--- config.mk ---
export PLATFORM = sky130hd
export DESIGN_NAME = video_timing_gen
export DESIGN_NICKNAME = d
export VERILOG_FILES = /design/src/rtl/video_timing_pkg.sv /design/src/rtl/video_timing_gen_sync_delay.sv /design/src/rtl/video_timing_gen.sv
export SDC_FILE = /design/constraint.sdc
export NUM_CORES = 1
export LEC_CHECK = 0
export BUFFER_PORTS_ARGS = -buffer_cell sky130_fd_sc_hd__buf_4
export CAP_MARGIN = 20
export CORE_MARGIN = 5
export CORE_UTILIZATION = 25
export CTS_BUF_LIST = sky130_fd_sc_hd__clkbuf_16
export DETAILED_ROUTE_END_ITERATION = 6
export HOLD_SLACK_MARGIN = 0.1
export SYNTH_ARGS = -nofsm -noshare
export SYNTH_HDL_FRONTEND = slang
export SYNTH_HIERARCHICAL = 1
export SYNTH_SLANG_ARGS = --single-unit
--- constraint.sdc ---
create_clock -name clock -period 2.6 [get_ports clock]
set_input_delay 0.26 -clock clock [delete_from_list [all_inputs] [get_ports clock]]
set_output_delay 0.26 -clock clock [all_outputs]
set_load 0.01 [all_outputs]
--- src/rtl/video_timing_pkg.sv ---
// -----------------------------------------------------------------------------
// video_timing_pkg
// Shared definitions for the HDMI-side video timing generator:
//   - counter width used by counterX / counterY
//   - sequencer state encoding (IDLE / RUN)
//   - per-mode timing constants (480p, 240p line-doubled onto a 480p raster)
//   - in_window(): inclusive-start / exclusive-end range test on counters
// Optional feature macro used by the generator: VTG_PIXEL_REPEAT_EN.
// -----------------------------------------------------------------------------
package video_timing_pkg;

  // Width of the raw horizontal / vertical timing counters.
  localparam int CNT_W = 12;

  // Sequencer states.
  localparam logic [0:0] ST_IDLE = 1'b0;
  localparam logic [0:0] ST_RUN  = 1'b1;

  // Timing of one output mode, in pixels (horizontal) and lines (vertical).
  typedef struct packed {
    logic [CNT_W-1:0] h_active;
    logic [CNT_W-1:0] h_fp;
    logic [CNT_W-1:0] h_sync;
    logic [CNT_W-1:0] h_bp;
    logic [CNT_W-1:0] v_active;
    logic [CNT_W-1:0] v_fp;
    logic [CNT_W-1:0] v_sync;
    logic [CNT_W-1:0] v_bp;
  } vtg_mode_t;

  // CEA 720x480p60.
  localparam vtg_mode_t MODE_480P = '{
    h_active: 12'd720, h_fp: 12'd16, h_sync: 12'd62, h_bp: 12'd60,
    v_active: 12'd480, v_fp: 12'd9,  v_sync: 12'd6,  v_bp: 12'd30
  };

  // 240p source shown line-doubled: the output raster is the 480p raster,
  // every source line is emitted twice (line_doubler = 1).
  localparam vtg_mode_t MODE_240P_X2 = MODE_480P;
  localparam int        SRC_LINES_240P = 240;

  // True when lo <= value < lo + len (sum kept one bit wider to avoid wrap).
  function automatic logic in_window(input logic [CNT_W-1:0] value,
                                     input logic [CNT_W-1:0] lo,
                                     input logic [CNT_W-1:0] len);
    logic [CNT_W:0] hi;
    hi = {1'b0, lo} + {1'b0, len};
    return ({1'b0, value} >= {1'b0, lo}) && ({1'b0, value} < hi);
  endfunction

endpackage

--- src/rtl/video_timing_gen_sync_delay.sv ---
// -----------------------------------------------------------------------------
// sync_delay
// DEPTH-stage shift register that delays hsync / vsync / DrawArea so they line
// up with the RAM read data of the address issued DEPTH cycles earlier.
// Every stage resets to the inactive level of its signal.
// Ports:
//   clock_i           clock
//   rst_ni            asynchronous active-low reset (already deassert-synced)
//   hs_i, vs_i, de_i  undelayed timing
//   hs_o, vs_o, de_o  timing delayed by DEPTH cycles
// -----------------------------------------------------------------------------
module sync_delay
  import video_timing_pkg::*;
#(
  parameter int   DEPTH   = 2,
  parameter logic HS_IDLE = 1'b1,
  parameter logic VS_IDLE = 1'b1
) (
  input  logic clock_i,
  input  logic rst_ni,
  input  logic hs_i,
  input  logic vs_i,
  input  logic de_i,
  output logic hs_o,
  output logic vs_o,
  output logic de_o
);

  logic [DEPTH-1:0] hs_q;
  logic [DEPTH-1:0] vs_q;
  logic [DEPTH-1:0] de_q;

  // Shift the three timing bits one stage per clock.
  always_ff @(posedge clock_i or negedge rst_ni) begin
    if (!rst_ni) begin
      hs_q <= {DEPTH{HS_IDLE}};
      vs_q <= {DEPTH{VS_IDLE}};
      de_q <= {DEPTH{1'b0}};
    end else begin
      hs_q[0] <= hs_i;
      vs_q[0] <= vs_i;
      de_q[0] <= de_i;
      for (int i = 1; i < DEPTH; i++) begin
        hs_q[i] <= hs_q[i-1];
        vs_q[i] <= vs_q[i-1];
        de_q[i] <= de_q[i-1];
      end
    end
  end

  assign hs_o = hs_q[DEPTH-1];
  assign vs_o = vs_q[DEPTH-1];
  assign de_o = de_q[DEPTH-1];

endmodule

--- src/rtl/video_timing_gen.sv ---
// -----------------------------------------------------------------------------
// video_timing_gen
// HDMI-side output timing generator and ring-buffer read sequencer.
// Waits in IDLE for the buffer-ready trigger, then runs free: produces raw
// counters, a frame_start pulse, a ring-buffer read address and the
// hsync / vsync / DrawArea timing delayed by RD_LATENCY to match RAM q.
//
// Optional feature macro: VTG_PIXEL_REPEAT_EN
//   defined   : pixel_repeat honoured (each buffer pixel read twice)
//   undefined : pixel_repeat ignored, behaves as pixel_repeat = 0
//
// Ports:
//   clock         hdmi_clock
//   reset         asynchronous active-low reset (deassert synced internally)
//   starttrigger  buffer-ready flag, only looked at in IDLE
//   line_doubler  1 = each source line shown twice   (latched per frame)
//   add_line      1 = frame is one line longer       (latched per frame)
//   pixel_repeat  1 = horizontal pixel doubling      (latched per frame)
//   rdaddr        ring-buffer read address, aligned with counterX/counterY
//   hsync, vsync, DrawArea  timing delayed by RD_LATENCY
//   counterX, counterY      raw timing counters
//   frame_start   one-cycle pulse while the counters sit at (0,0)
// -----------------------------------------------------------------------------
module video_timing_gen
  import video_timing_pkg::*;
#(
  parameter int   H_ACTIVE         = int'(MODE_480P.h_active),
  parameter int   H_FP             = int'(MODE_480P.h_fp),
  parameter int   H_SYNC           = int'(MODE_480P.h_sync),
  parameter int   H_BP             = int'(MODE_480P.h_bp),
  parameter int   V_ACTIVE         = int'(MODE_480P.v_active),
  parameter int   V_FP             = int'(MODE_480P.v_fp),
  parameter int   V_SYNC           = int'(MODE_480P.v_sync),
  parameter int   V_BP             = int'(MODE_480P.v_bp),
  parameter logic HSYNC_POL        = 1'b0,
  parameter logic VSYNC_POL        = 1'b0,
  parameter int   BUFFER_LINES     = 4,
  parameter int   RAM_ADDRESS_BITS = 12,
  parameter int   RD_LATENCY       = 2
) (
  input  logic                        clock,
  input  logic                        reset,
  input  logic                        starttrigger,
  input  logic                        line_doubler,
  input  logic                        add_line,
  input  logic                        pixel_repeat,
  output logic [RAM_ADDRESS_BITS-1:0] rdaddr,
  output logic                        hsync,
  output logic                        vsync,
  output logic                        DrawArea,
  output logic [CNT_W-1:0]            counterX,
  output logic [CNT_W-1:0]            counterY,
  output logic                        frame_start
);

  localparam int AW        = RAM_ADDRESS_BITS;
  localparam int H_TOTAL   = H_ACTIVE + H_FP + H_SYNC + H_BP;
  localparam int V_TOTAL   = V_ACTIVE + V_FP + V_SYNC + V_BP;
  localparam int BUF_WORDS = BUFFER_LINES * H_ACTIVE;

  localparam logic [CNT_W-1:0] H_LAST      = CNT_W'(H_TOTAL - 1);
  localparam logic [CNT_W-1:0] V_LAST      = CNT_W'(V_TOTAL - 1);
  localparam logic [CNT_W-1:0] H_ACT_C     = CNT_W'(H_ACTIVE);
  localparam logic [CNT_W-1:0] V_ACT_C     = CNT_W'(V_ACTIVE);
  localparam logic [CNT_W-1:0] HS_START    = CNT_W'(H_ACTIVE + H_FP);
  localparam logic [CNT_W-1:0] HS_LEN      = CNT_W'(H_SYNC);
  localparam logic [CNT_W-1:0] VS_START    = CNT_W'(V_ACTIVE + V_FP);
  localparam logic [CNT_W-1:0] VS_LEN      = CNT_W'(V_SYNC);
  localparam logic [AW:0]      BUF_LIMIT   = (AW+1)'(BUF_WORDS);
  localparam logic [AW:0]      STEP_FULL   = (AW+1)'(H_ACTIVE);
  localparam logic [AW:0]      STEP_HALF   = (AW+1)'(H_ACTIVE / 2);

  // ---------------------------------------------------------------------------
  // Reset: asserts asynchronously, releases two clocks after the pin does.
  // ---------------------------------------------------------------------------
  logic [1:0] rst_sync_q;
  logic       rst_int_n;

  // Two-flop reset release synchroniser.
  always_ff @(posedge clock or negedge reset) begin
    if (!reset) begin
      rst_sync_q <= 2'b00;
    end else begin
      rst_sync_q <= {rst_sync_q[0], 1'b1};
    end
  end

  assign rst_int_n = rst_sync_q[1];

  // ---------------------------------------------------------------------------
  // Pixel-repeat request, compiled in only with the feature enabled.
  // ---------------------------------------------------------------------------
  logic pr_in_s;
`ifdef VTG_PIXEL_REPEAT_EN
  assign pr_in_s = pixel_repeat;
`else
  logic unused_pixel_repeat;
  assign unused_pixel_repeat = pixel_repeat;
  assign pr_in_s             = 1'b0;
`endif

  // ---------------------------------------------------------------------------
  // State
  // ---------------------------------------------------------------------------
  logic [0:0]       state_q,     state_d;
  logic [CNT_W-1:0] x_q,         x_d;
  logic [CNT_W-1:0] y_q,         y_d;
  logic             fs_q,        fs_d;
  logic             ld_q,        ld_d;
  logic             al_q,        al_d;
  logic             pr_q,        pr_d;
  logic [AW-1:0]    line_base_q, line_base_d;
  logic [AW-1:0]    rdaddr_q,    rdaddr_d;

  logic [CNT_W-1:0] v_last_s;
  logic [AW:0]      base_step_s;
  logic [AW:0]      base_sum_s;
  logic [AW-1:0]    x_off_s;

  // Last line index of the frame; add_line appends one line after back porch.
  assign v_last_s = al_q ? (V_LAST + CNT_W'(1)) : V_LAST;

  // Buffer offset of the next source line (pixel repeat halves the line).
  assign base_step_s = pr_q ? STEP_HALF : STEP_FULL;
  assign base_sum_s  = {1'b0, line_base_q} + base_step_s;

  // Sequencer, counters, per-frame mode latches and ring-buffer line base.
  always_comb begin
    state_d     = state_q;
    x_d         = x_q;
    y_d         = y_q;
    fs_d        = 1'b0;
    ld_d        = ld_q;
    al_d        = al_q;
    pr_d        = pr_q;
    line_base_d = line_base_q;
    case (state_q)
      ST_IDLE: begin
        if (starttrigger) begin
          state_d     = ST_RUN;
          x_d         = '0;
          y_d         = '0;
          fs_d        = 1'b1;
          ld_d        = line_doubler;
          al_d        = add_line;
          pr_d        = pr_in_s;
          line_base_d = '0;
        end else begin
          state_d = ST_IDLE;
        end
      end
      ST_RUN: begin
        if (x_q == H_LAST) begin
          x_d = '0;
          if (y_q == v_last_s) begin
            y_d         = '0;
            fs_d        = 1'b1;
            ld_d        = line_doubler;
            al_d        = add_line;
            pr_d        = pr_in_s;
            line_base_d = '0;
          end else begin
            y_d = y_q + CNT_W'(1);
            // With line doubling the base only moves after the odd line.
            if (!ld_q || y_q[0]) begin
              line_base_d = (base_sum_s >= BUF_LIMIT) ? '0 : base_sum_s[AW-1:0];
            end else begin
              line_base_d = line_base_q;
            end
          end
        end else begin
          x_d = x_q + CNT_W'(1);
        end
      end
      default: begin
        state_d     = ST_IDLE;
        x_d         = '0;
        y_d         = '0;
        line_base_d = '0;
      end
    endcase
  end

  // Horizontal offset into the buffer line for the next pixel.
  assign x_off_s = pr_d ? AW'(x_d >> 1) : AW'(x_d);

  // Read address follows the next counter position; held outside active video.
  always_comb begin
    if ((state_d == ST_RUN) && (x_d < H_ACT_C) && (y_d < V_ACT_C)) begin
      rdaddr_d = line_base_d + x_off_s;
    end else begin
      rdaddr_d = rdaddr_q;
    end
  end

  // Sequencer and address registers.
  always_ff @(posedge clock or negedge rst_int_n) begin
    if (!rst_int_n) begin
      state_q     <= ST_IDLE;
      x_q         <= '0;
      y_q         <= '0;
      fs_q        <= 1'b0;
      ld_q        <= 1'b0;
      al_q        <= 1'b0;
      pr_q        <= 1'b0;
      line_base_q <= '0;
      rdaddr_q    <= '0;
    end else begin
      state_q     <= state_d;
      x_q         <= x_d;
      y_q         <= y_d;
      fs_q        <= fs_d;
      ld_q        <= ld_d;
      al_q        <= al_d;
      pr_q        <= pr_d;
      line_base_q <= line_base_d;
      rdaddr_q    <= rdaddr_d;
    end
  end

  // ---------------------------------------------------------------------------
  // Undelayed timing of the current counters (inactive while IDLE).
  // ---------------------------------------------------------------------------
  logic run_s;
  logic hs_raw_s;
  logic vs_raw_s;
  logic de_raw_s;

  assign run_s = (state_q == ST_RUN);

  // Raw sync / draw-area decode of the current counter position.
  always_comb begin
    if (run_s && in_window(x_q, HS_START, HS_LEN)) begin
      hs_raw_s = HSYNC_POL;
    end else begin
      hs_raw_s = ~HSYNC_POL;
    end
    if (run_s && in_window(y_q, VS_START, VS_LEN)) begin
      vs_raw_s = VSYNC_POL;
    end else begin
      vs_raw_s = ~VSYNC_POL;
    end
    de_raw_s = run_s && (x_q < H_ACT_C) && (y_q < V_ACT_C);
  end

  sync_delay #(
    .DEPTH   (RD_LATENCY),
    .HS_IDLE (~HSYNC_POL),
    .VS_IDLE (~VSYNC_POL)
  ) u_sync_delay (
    .clock_i (clock),
    .rst_ni  (rst_int_n),
    .hs_i    (hs_raw_s),
    .vs_i    (vs_raw_s),
    .de_i    (de_raw_s),
    .hs_o    (hsync),
    .vs_o    (vsync),
    .de_o    (DrawArea)
  );

  assign counterX    = x_q;
  assign counterY    = y_q;
  assign frame_start = fs_q;
  assign rdaddr      = rdaddr_q;

endmodule
---- Word-level counts from Yosys, hierarchy flattened ----
Cells that the tools add are included.
operators by class
  $add $sub $neg .......................... 4
  magnitude comparators ................... 9
  equal/unequal tests ..................... 5
  muxes and demuxes ....................... 35
  bitwise gates (word level) .............. 1
  reduce and logical (&&, ||, !) cells .... 11
operator list
  operator                                               count
  2-to-1 mux 12 bit                                      11
  one-hot mux 12 bit (2 select lines)                    3
  < comparator 12 x 10 -> 1 bit, second input constant   3
  < comparator 12 x 9 -> 1 bit, second input constant    3
  adder 12 x 1 -> 12 bit, second input constant          2
  2-to-1 mux 1 bit                                       16
  adder 12 x 10 -> 13 bit                                1
  >= comparator 13 x 12 -> 1 bit, second input constant  1
  adder 12 bit                                           1
  == test 12 x 10 -> 1 bit                               1
  == test 12 x 10 -> 1 bit, second input constant        1
  >= comparator 12 x 10 -> 1 bit, second input constant  1
  >= comparator 12 x 9 -> 1 bit, second input constant   1
  2-to-1 mux 10 bit                                      1
  logical AND 1 bit                                      8
  one-hot mux 1 bit (2 select lines)                     4
  != test 2 x 1 -> 1 bit, second input constant          2
  AND reduction 3 bit                                    1
  != test 2 bit, second input constant                   1
  zero test 1 bit                                        1
  logical OR 1 bit                                       1
  NOT 1 bit                                              1
word-level totals
  bits in registers ....................... 61
  input port bits ......................... 6
  output and inout bits ................... 40
  word-level logic and storage cells ...... 78

---- Longest topological paths before layout ----
Gate-level depths: netlist of the first run.
  word-level depth ........................ 9
  mapped depth ............................ 21
  depth with buffers taken out ............ 20

---- Modules after synthesis ----
Netlist of the first run, hierarchy kept.
by module, submodules not included
  module            instances  cells each  area an instance (µm²)  seq. area each (µm²)
  video_timing_gen  1          425         3901.2                  1376.3
  sync_delay        1          6           155.1                   155.1

---- Worst setup path before layout of the first run ----
No wires, ideal clock.
  path kind ............................... register to register
  from .................................... register y_q[5] (netlist: counterY[5])
  to ...................................... register rdaddr_q[10] (netlist: rdaddr[10])
  arrival time ............................ 4531 ps
  required time ........................... 2475 ps
  path slack .............................. -2056 ps
  stages on the path, launching flop included .. 18
  path buffers ............................ 2
  clock period less this slack ............ 4656 ps
  path through ............................ dfrtp_1 -> buf_6 -> or4b_4 -> or4_4 -> and2_1 -> buf_6 -> o21ai_1 -> mux2_2 -> ha_1 -> fa_1 -> a21o_1 -> a21o_1 -> a21o_1 -> a21oi_1 -> o21ai_0 -> a31oi_1 -> xnor2_1 -> mux2_4
on the way
  cells in the longest elaborated chain, start to end .. 6
  elaborated cells between the ends (all ways) .. 16
RTL lines
  element                                                                                           line                                              RTL
  from (decl)                                                                                       video_timing_gen.sv:107                           logic [CNT_W-1:0] y_q, y_d;
  from (signal assigned)                                                                            video_timing_gen.sv:211                           y_q <= y_d;
  adder 12 x 1 -> 12 bit / == test 12 x 10 -> 1 bit (equally long branches)                         video_timing_gen.sv:163, video_timing_gen.sv:155
  2-to-1 mux 12 bit / 2-to-1 mux 1 bit (equally long branches)                                      video_timing_gen.sv:155                           if (y_q == v_last_s) begin
  2-to-1 mux 12 bit / 2-to-1 mux 1 bit (equally long branches)                                      video_timing_gen.sv:153                           if (x_q == H_LAST) begin
  one-hot mux 12 bit (2 select lines) / one-hot mux 1 bit (2 select lines) (equally long branches)  video_timing_gen.sv:137                           case (state_q)
  < comparator 12 x 9 -> 1 bit / 2-to-1 mux 12 bit (equally long branches)                          video_timing_gen.sv:189, video_timing_gen.sv:185
  logical AND 1 bit / adder 12 bit (equally long branches)                                          video_timing_gen.sv:189, video_timing_gen.sv:190
  to (signal assigned)                                                                              video_timing_gen.sv:217                           rdaddr_q <= rdaddr_d;
  to (decl)                                                                                         video_timing_gen.sv:113                           logic [AW-1:0] rdaddr_q, rdaddr_d;
Parallel ways exist; a longest one is shown, timed or not.
A chain may end at the register's enable or synchronous reset.

---- Final worst setup path of the first run ----
  from .................................... register pr_q
  to ...................................... register rdaddr_q[8] (netlist: rdaddr[8])
on the way
  cells in the longest elaborated chain, start to end .. 9
  elaborated cells between the ends (all ways) .. 14
RTL lines
  element                              line                     RTL
  from (decl)                          video_timing_gen.sv:111  logic pr_q, pr_d;
  from (signal assigned)               video_timing_gen.sv:215  pr_q <= pr_d;
  2-to-1 mux 10 bit                    video_timing_gen.sv:124  assign base_step_s = pr_q ? STEP_HALF : STEP_FULL;
  adder 12 x 10 -> 13 bit              video_timing_gen.sv:125  assign base_sum_s = {1'b0, line_base_q} + base_step_s;
  >= comparator 13 x 12 -> 1 bit       video_timing_gen.sv:166  line_base_d = (base_sum_s >= BUF_LIMIT) ? '0 : base_sum_s[AW-1:0];
  2-to-1 mux 12 bit                    video_timing_gen.sv:166
  2-to-1 mux 12 bit                    video_timing_gen.sv:165  if (!ld_q || y_q[0]) begin
  2-to-1 mux 12 bit                    video_timing_gen.sv:155
  2-to-1 mux 12 bit                    video_timing_gen.sv:153
  one-hot mux 12 bit (2 select lines)  video_timing_gen.sv:137
  via line_base_d[1]                   video_timing_gen.sv:112  logic [AW-1:0] line_base_q, line_base_d;
  adder 12 bit                         video_timing_gen.sv:190  rdaddr_d = line_base_d + x_off_s;
The timed path passes the listed nets, and every way through them passes these cells.

==> results of run 1 <==
==> synthesized netlist by cell type, types with 3 or more instances <==
library cell / number / share of area (%)
dfrtp_1: 57 / 35
dfstp_2: 4 / 2.6
o31ai_1: 6 / 1.1
a21oi_1: 22 / 2.7
and2_1: 8 / 1.2
and4_1: 4 / 0.86
nor2_1: 30 / 2.8
mux2i_1: 3 / 0.74
a41oi_1: 3 / 0.65
buf_6: 3 / 0.83
and3_1: 8 / 1.2
xnor2_1: 9 / 1.9
nand2_1: 39 / 3.6
nor2b_1: 7 / 1.1
nand4_1: 6 / 0.93
mux2_2: 3 / 0.83
nand2b_1: 5 / 0.77
nor4b_1: 3 / 0.65
or3_1: 3 / 0.46
nor3b_1: 3 / 0.56
clkbuf_1: 15 / 1.4
xor2_1: 9 / 1.9
nor3_1: 5 / 0.62
mux2_4: 10 / 3.7
nand3_1: 9 / 1.1
a31o_1: 3 / 0.65
nand4bb_1: 3 / 0.83
o21ai_1: 7 / 0.86
a21o_1: 10 / 1.9
nor4_1: 5 / 0.77
a31oi_1: 11 / 1.7
inv_1: 19 / 1.8
o21ai_0: 27 / 3.3
ha_1: 23 / 7.1
==> cells by family after synthesis <==
group	after synthesis	synth area share (%)
AOI/OAI and AO/OA	119	19.7
xor gates and xnor gates	18	3.89
adders and majority gates	25	8.08
buffers and inverters	39	4.19
DFF	61	37.8
muxes	18	5.83
other	1	0.0924
and+or+nand+nor	150	20.5
==> cells in the final DEF (no fill, tap or decap), drive strengths merged, types with 4 or more instances in the layout <==
| master | count |
|---|---|
| dfstp | 4 |
| dfrtp | 57 |
| o21ai | 35 |
| nand2 | 39 |
| and3 | 8 |
| a21o | 10 |
| nor2 | 30 |
| nand2b | 5 |
| buf | 225 |
| o31ai | 6 |
| ha | 23 |
| a31oi | 12 |
| nand3 | 10 |
| and4 | 4 |
| and2 | 8 |
| inv | 19 |
| nand4 | 6 |
| nor3 | 5 |
| clkinv | 5 |
| xor2 | 9 |
| a21oi | 23 |
| nor2b | 7 |
| mux2 | 15 |
| xnor2 | 9 |
| clkbuf | 9 |
| nor4 | 6 |
==> critical path, stage by stage, from the launching register on <==
cell and delay, ps:
dfrtp_2 480, ha_4 190, fa_2 410, a211o_4 360
a311o_1 280, o2111ai_2 110, a22oi_2 100, o21ai_2 200
a31oi_4 140, and2_4 190, buf_6 110, fa_2 380
a21o_1 160, a21o_1 160, a21o_1 160, a21oi_2 160
o21ai_2 80, buf_4 130, xor2_1 130, mux2_4 260
==> metal layers <==
metal | GRT usage [%] | up-vias
met1 | 19.1 | 2041
met2 | 24.2 | 90
met4 | 4.38 | 0
met3 | 4.13 | 17
met5 | 0 | -
li1 | - | 2016
==> stage by stage <==
step,setup slack (ps),util (%),cell area (µm²),std cells,TNS (ps)
after floorplan,-1650,-,4160,431,-14650
after global placement,-1700,37.1,5890,835,-17490
after detailed placement,-1850,37.1,5890,835,-19580
after CTS,-1730,41.1,6530,865,-19090
after global routing,-1900,41.9,6660,869,-22150
final,-1730,41.9,6660,869,-19460
==> worst max-delay path by stage <==
stage	startpoint	endpoint	depth (start not counted)
final	pr_q	rdaddr[8]	19
after global routing	pr_q	rdaddr[11]	19
after CTS	pr_q	rdaddr[10]	19
after detailed placement	pr_q	rdaddr[10]	20
after global placement	pr_q	rdaddr[9]	19
after floorplan	pr_q	rdaddr[10]	20
==> state kept, by name, summed over array words and instances (netlist names) <==
| signal | cells |
|---|---|
| al_q | 1 |
| counterX | 12 |
| counterY | 12 |
| frame_start | 1 |
| ld_q | 1 |
| line_base_q | 12 |
| pr_q | 1 |
| rdaddr | 12 |
| rst_sync_q | 2 |
| run_s | 1 |
| u_sync_delay/de_q | 2 |
| u_sync_delay/hs_q | 2 |
| u_sync_delay/vs_q | 2 |
==> final cells by class <==
| type | instances | area share (%) |
|---|---|---|
| Clock inverter | 6 | 1.18 |
| Inverter | 20 | 1.16 |
| Timing Repair Buffer | 226 | 26.6 |
| Clock buffer | 9 | 3.38 |
| Multi-Input combinational cell | 331 | 40.6 |
| Sequential cell | 61 | 23.0 |
| Tap cell | 216 | 4.06 |
==> power by group through the flow <==
stage                     combinational, mW  clock, mW  sequential, mW
after floorplan                       0.861          0            1.38
after detailed placement               1.99          0            1.28
after global routing                   2.42       1.32            1.30
after global placement                 1.97          0            1.28
after CTS                              2.19       1.29            1.27
final                                  2.22       1.26            1.27
==> what timing repair did <==
| action | in CTS | in global routing |
|---|---|---|
| gates cloned | 0 | 0 |
| endpoints found under the hold margin | 2 | 0 |
| setup buffers | 20 | 4 |
| endpoints found under the setup margin | 21 | 25 |
| gates resized for setup | 47 | 18 |
| pin swaps | 17 | 23 |
| hold buffers | 1 | 0 |
==> impl_metrics.ini, run 1 <==
[timing]
whs_ps = 157
relSlewSlack_pct = 47.6
fmax_ghz = 0.231
rsz0062_at_grt = true
skew_ps = 11.9
fin_crit_ps = 4330
hold_viol = 0
setup_slack_ps = -1730
period_share_pct = 167
maxSlewViolCount = 0
worst_pin_slew_ps = 786
final-setup-viol-count = 22

[yosys]
ys_ff_latch = 61
synth.distinct_cells = 73
synth_edf_count = 0
synth_nets = 462
synth_ff_type = dfrtp_1
syn_area_per_cell_um2 = 9.41
syn-instance-count = 431
async_flop_share_pct = 100
ys_warn_count = 6
ys_seq_area_share_pct = 37.8
synth_area_um2 = 4060

[power_and_ir_drop]
total_power_mw = 4.74
seqPwrFrac_pct = 26.7
clock_power_share_pct = 26.6
pwr-share-comb_pct = 46.7
power.switching_mw = 1.57
intPower_mw = 3.17
p_sw_share_pct = 33.2
p_leak_nw = 3.22
worst_ir_drop_vdd_uv = 390
powerDensity_nw_per_um2 = 712

[setup_path]
worst_setup_path_start_kind = register
crit_type = reg -> reg
reg2reg_slack_ps = -1730
required_ps = 2820
timing.rr.start = pr_q
timing.rr.end = rdaddr[8]
crit_path_end_kind = register
ff2ff_path_depth = 19
cp.arrival_ps = 4550
crit_fanout = 5

[placed_design]
hpwl_um = 10200
gp_congestion = 0.958
io_buffer_count = 44

[global_routing]
grt_overflow = 0
grt_pass1_vias = 4324
antenna_found_initial = 0
grt.total_usage_pct = 14.8
grt_max_degree = 34
grt_first_pass_wirelength_um = 21900

[die]
core_um2 = 15900
die_y_um = 137
initial_utilization_pct = 25.5
std_cell_rows = 46
die_w_um = 137
die_area_um2 = 18900
ios = 46

[cts]
insertion_delay_ps = 350
clock-sinks = 61
h-tree-depth = 3
clkTransAtPathRegs_ps = 60
clockBufferDepth = 2
cts_made_buffers = 9
cts_root_buffer = clkbuf_16
tritoncts = done

[detailed_routing]
top_layer = met4
dr_wl_met3_um = 641
wl_um = 13400
wl_met2_um = 6440
viasPerCell = 4.79
wl_met1_um = 6160
post_drt_wl_per_cell_um = 15.5
ant_nets = 0
drc = 0
drt_first_pass_iters = 4
drt_iter0_drc = 350
routed-via-count = 4164

[hold_path]
holdPathStages = 2
min_from = line_doubler
hold_class = in -> reg
hold_end = ld_q

[final_layout]
final_nets = 680
drive_above_1_share_pct = 48.5
multi_input_area_um2 = 2710
nFillCells = 1559
n_antenna_cell = 0
regArea_um2 = 1530
syn_to_final_growth_pct = 64.2

[outcome]
violations = setup timing
outcome = complete, but fails checks

[run]
max-cap-violations = 0
No activity file was read; power rests on OpenSTA's default activity.
==> run 2, diff against run 1 <==
--- a/config.mk
+++ b/config.mk
@@ -5,6 +5,7 @@
 export SDC_FILE = /design/constraint.sdc
 export NUM_CORES = 1
 export LEC_CHECK = 0
+export ABC_AREA = 1
 export BUFFER_PORTS_ARGS = -buffer_cell sky130_fd_sc_hd__buf_4
 export CAP_MARGIN = 20
 export CORE_MARGIN = 5
==> impl_metrics.ini, run 2 <==
[outcome]
outcome = complete, but fails checks
violations = setup timing

[yosys]
muxShareOfSynthArea_pct = 0
synth_area_um2 = 4250
synth_top_family_by_area = simple AND/OR/NAND/NOR gates
ys_top_cells_by_area = dfrtp_1, nand2_1, ha_1
ys_ff_latch = 61
synth_compound_area_share_pct = 13.2
synth_nets = 613
synth_edf_count = 0
synthTopCellsByCount = nand2_1, inv_1, dfrtp_1
ys_warn_count = 6
synth_xor_area_share_pct = 3.71
synth_fa_ha_area_share_pct = 7.71
yosysTopAreaCell = dfrtp_1
ys_seq_area_share_pct = 36.0
yosys.area.top_type_share_pct = 33.6
synth.distinct_cells = 43
synth.most_common_cell = nand2_1
syn_area_per_cell_um2 = 7.30
syn-instance-count = 582
synth_ff_type = dfrtp_1
async_flop_share_pct = 100
yosys.area_share.simple_pct = 31.2

[detailed_routing]
wl_met1_um = 5880
drt_first_pass_iters = 5
routed-via-count = 4430
drc = 0
drt_iter0_drc = 266
top_layer = met4
post_drt_wl_per_cell_um = 12.9
ant_nets = 0
dr_wl_met3_um = 723
viasPerCell = 4.43
wl_um = 12900
wl_met2_um = 6130

[placed_design]
pre_cts_ws_ps = -1210
io_buffer_count = 44
hpwl_um = 9760
post_dp_cell_area_um2 = 5790
gp_congestion = 0.834

[power_and_ir_drop]
clock_power_share_pct = 22.1
seqPwrFrac_pct = 24.0
p_leak_nw = 3.32
p_sw_share_pct = 37.5
pwr-share-comb_pct = 53.9
power.switching_mw = 1.96
powerDensity_nw_per_um2 = 799
worst_ir_drop_vdd_uv = 453
intPower_mw = 3.27

[cts]
tritoncts = done
cts_made_buffers = 9
clock-sinks = 61
insertion_delay_ps = 340
cts_root_buffer = clkbuf_16
clockBufferDepth = 2
clkTransAtPathRegs_ps = 60
h-tree-depth = 3

[final_layout]
n_antenna_cell = 0
final_cell_mix = buf_4, nand2_1, inv_1
fin_area_um2 = 6550
syn_to_final_growth_pct = 54.0
final_nets = 805
layout_commonest_cell = buf_4
drive_above_1_share_pct = 38.5

[setup_path]
ff2ff_path_depth = 27
crit_path_end_kind = register
crit_type = reg -> reg
cp.arrival_ps = 4010
reg2reg_slack_ps = -1200
timing.rr.end = rdaddr[8]
timing.rr.start = pr_q
worst_setup_path_start_kind = register
crit_fanout = 4
required_ps = 2820

[die]
ios = 46
core_um2 = 16600
die_w_um = 140
std_cell_rows = 47
die_y_um = 140
initial_utilization_pct = 25.5
die_area_um2 = 19700

[global_routing]
grt_overflow = 0
antenna_found_initial = 0
grt_pass1_vias = 4449
grt.total_usage_pct = 13.5
grt_first_pass_wirelength_um = 21500
grt_max_degree = 32

[timing]
whs_ps = 129
rsz0062_at_grt = true
skew_ps = 8.69
period_share_pct = 146
final-setup-viol-count = 12
fin_crit_ps = 3800
setup_slack_ps = -1200
maxSlewViolCount = 0
fmax_ghz = 0.263
worst_pin_slew_ps = 740
hold_viol = 0
relSlewSlack_pct = 50.7

[hold_path]
hold_end = al_q
holdPathStages = 3
hold_class = in -> reg
min_from = add_line

[run]
max-cap-violations = 0
==> run 2: repair_timing <==
item | 4_1_cts | 5_1_grt
endpoints found under the setup margin | 12 | 12
hold endpoints to repair | 2 | 0
hold buffers | 1 | 0
setup buffers | 20 | 9
pin swaps | 35 | 34
cloned | 0 | 0
gates resized for setup | 36 | 39
==> run 2: metal layers <==
layer	GRT usage (%)	vias to the layer above
li1	-	2294
met1	17.5	2019
met2	22.1	101
met3	3.34	16
met4	3.93	0
met5	0	-
==> run 2: cell families (layout without fill, tap and decap cells) <==
logic type,Yosys count,count (layout)
AND/OR/NAND/NOR,295,295
AO/OA/AOI/OAI,99,99
buffers and inverters,83,280
flip-flops,61,61
adder cells (fa/ha/maj),25,25
XOR/XNOR,18,18
other,1,1
==> run 2: worst max-delay path by stage <==
stage | from | to | slack, ps | cells after the start
2_1_floorplan | pr_q | rdaddr[11] | -1010 | 28
3_3_place_gp | pr_q | rdaddr[8] | -1130 | 27
3_5_place_dp | pr_q | rdaddr[8] | -1210 | 27
4_1_cts | pr_q | rdaddr[8] | -1070 | 27
5_1_grt | pr_q | rdaddr[8] | -1480 | 28
6_report | pr_q | rdaddr[8] | -1200 | 27
==> run 2: power groups by stage <==
stage	Clock, mW	Sequential [mW]	Combinational (mW)
finish	1.16	1.26	2.82
global route	1.23	1.29	3.12
CTS	1.19	1.26	2.68
detailed placement	0	1.27	2.44
global placement	0	1.27	2.44
floorplan	0	1.40	1.12
==> run 2: worst max-delay path, stage by stage, from the launching register on <==
cell and delay, ps:
dfrtp_2 440, ha_4 180, fa_2 390, nand2_2 80, nand2_2 70, nand2_2 110
nand3_2 90, nand2_2 70, nand2_2 50, nor2_2 90, nand3_1 80, nand2_2 110
nand2_4 70, a21oi_4 230, nor3b_2 90, ha_2 200, fa_2 370, nand3_2 80
nand2_2 60, nand2_2 80, nand2_2 50, a21oi_2 150, inv_1 70, a21oi_2 100
o21ai_1 80, xor2_1 140, nand2_1 70, nand2_1 50
==> run 2: area by class of cell <==
class | count | area (µm²)
clock inverters | 7 | 58.8
fillers | 1699 | 10100
well taps | 220 | 275
inverters | 70 | 265
repair buffers | 194 | 1490
flip-flops and latches | 61 | 1530
clock buffers | 9 | 225
multi-input cells | 438 | 2700
==> run 2: per-stage QoR <==
stage	total power, mW	TNS [ps]	util, %	instances
6_report	5.23	-10180	39.3	999
3_5_place_dp	3.71	-9540	34.8	962
3_3_place_gp	3.71	-8790	34.8	962
2_1_floorplan	2.52	-6360	-	582
4_1_cts	5.12	-8590	38.1	993
5_1_grt	5.64	-13180	39.3	999
==> run 3, diff against run 2 <==
--- a/config.mk
+++ b/config.mk
@@ -6,12 +6,13 @@
 export NUM_CORES = 1
 export LEC_CHECK = 0
 export ABC_AREA = 1
-export BUFFER_PORTS_ARGS = -buffer_cell sky130_fd_sc_hd__buf_4
 export CAP_MARGIN = 20
 export CORE_MARGIN = 5
 export CORE_UTILIZATION = 25
 export CTS_BUF_LIST = sky130_fd_sc_hd__clkbuf_16
 export DETAILED_ROUTE_END_ITERATION = 6
+export DONT_BUFFER_PORTS = 1
+export GPL_ROUTABILITY_DRIVEN = 0
 export HOLD_SLACK_MARGIN = 0.1
 export SYNTH_ARGS = -nofsm -noshare
 export SYNTH_HDL_FRONTEND = slang
==> impl_metrics.ini, run 3 (same netlist as run 2, synthesis figures left out) <==
[outcome]
outcome = complete, but fails checks
violations = setup timing

[global_routing]
grt_first_pass_wirelength_um = 20900
grt_max_degree = 28
antenna_found_initial = 0
grt_overflow = 0
grt.total_usage_pct = 13.1
grt_pass1_vias = 4250

[timing]
rsz0062_at_grt = true
maxSlewViolCount = 0
period_share_pct = 144
skew_ps = 6.21
hold_viol = 0
fin_setup_tns_ps = -9110
worst_pin_slew_ps = 588
fmax_ghz = 0.266
whs_ps = 152
final-setup-viol-count = 12
fin_crit_ps = 3750
relSlewSlack_pct = 59.8
setup_slack_ps = -1150

[die]
die_area_um2 = 19700
die_y_um = 140
initial_utilization_pct = 25.5
std_cell_rows = 47
core_um2 = 16600
die_w_um = 140
ios = 46

[final_layout]
layout_commonest_cell = nand2_1
fin_cells = 952
syn_to_final_growth_pct = 44.5
final_cell_mix = nand2_1, buf_4, inv_1
n_antenna_cell = 0
drive_above_1_share_pct = 32.9
final_nets = 758
fin_area_um2 = 6140

[setup_path]
crit_type = reg -> reg
cp.arrival_ps = 3980
worst_setup_path_start_kind = register
crit_fanout = 5
critPathLaunch = pr_q
crit_path_end_kind = register
required_ps = 2820
reg2reg_slack_ps = -1150
ff2ff_path_depth = 27
timing.rr.end = rdaddr[8]
timing.rr.start = pr_q
crit_path_end = rdaddr[8]

[power_and_ir_drop]
powerDensity_nw_per_um2 = 787
p_leak_nw = 3.04
worst_ir_drop_vdd_uv = 365

[cts]
clkTransAtPathRegs_ps = 60
cts_root_buffer = clkbuf_16
h-tree-depth = 3
clock-sinks = 61
tritoncts = done
cts_made_buffers = 9
insertion_delay_ps = 340
clockBufferDepth = 2

[hold_path]
hold_class = in -> async

[detailed_routing]
drc = 0
drt_first_pass_iters = 4
ant_nets = 0
viasPerCell = 4.49
drt_iter0_drc = 236
wl_um = 12500
post_drt_wl_per_cell_um = 13.2
routed-via-count = 4272

[placed_design]
io_buffer_count = 0
pre_cts_ws_ps = -1210
hpwl_um = 9910
post_dp_cell_area_um2 = 5490
dp_cells = 922

[run]
max-cap-violations = 0
==> run 3: routing by layer <==
| metal | vias to the layer above | wire length, µm | global-route usage, % | part of all wire [%] |
|---|---|---|---|---|
| li1 | 2204 | - | - | - |
| met1 | 1968 | 5660 | 16.6 | 45 |
| met2 | 82 | 5900 | 21.6 | 47 |
| met3 | 18 | 723 | 4.29 | 5.8 |
| met4 | 0 | 236 | 3.62 | 1.9 |
| met5 | - | 0 | 0 | 0 |
==> run 3: critical path, stage by stage (launching register included) <==
cell and delay (ps):
dfrtp_2 460, ha_4 180, fa_2 390, nand2_2 100, nand2_4 70, nand2_4 100
nand3_4 70, nand2_1 80, nand2_1 60, nor2_1 100, nand3_1 80, nand2_2 90
nand2_4 70, a21oi_4 210, nor3b_2 80, ha_2 190, fa_2 360, nand3_2 80
nand2_2 60, nand2_2 80, nand2_2 50, a21oi_2 140, inv_1 60, a21oi_2 130
o21ai_1 80, xor2_1 150, nand2_1 70, nand2_1 50
==> run 3: where the power goes <==
| part | switching (mW) | internal (mW) |
|---|---|---|
| sequential | 0.184 | 1.14 |
| combinational | 1.22 | 1.14 |
| clock | 0.430 | 0.727 |
==> run 3: worst min path at each step <==
| stage | cells after the start | start | endpoint | slack [ps] |
|---|---|---|---|---|
| 2_1_floorplan | 0 | reset | rst_sync_q[0] | -40 |
| 3_3_place_gp | 0 | reset | rst_sync_q[0] | -40 |
| 3_5_place_dp | 0 | reset | rst_sync_q[0] | -40 |
| 4_1_cts | 1 | reset | rst_sync_q[0] | 140 |
| 5_1_grt | 1 | reset | rst_sync_q[0] | 140 |
| 6_report | 1 | reset | rst_sync_q[0] | 150 |
==> run 3: cell type report <==
class                   count  area [µm²]
clock inverters             7        58.8
inverters                  70         265
flip-flops and latches     61        1530
repair buffers            147        1110
clock buffers               9         225
fillers                  1688       10500
multi-input cells         438        2670
well taps                 220         275
==> run 3: metrics by stage <==
stage	power (mW)	util [%]
2_1_floorplan	2.52	-
3_3_place_gp	3.47	33.0
3_5_place_dp	3.48	33.0
4_1_cts	4.77	35.7
5_1_grt	5.23	36.9
6_report	4.84	36.9
==> run 3: timing repair <==
| item | CTS | global route |
|---|---|---|
| buffers inserted | 5 | 8 |
| hold buffers | 3 | 0 |
| pin swaps | 10 | 38 |
| hold endpoints to repair | 4 | 0 |
| resized for setup | 25 | 31 |
| setup endpoints to repair | 12 | 12 |
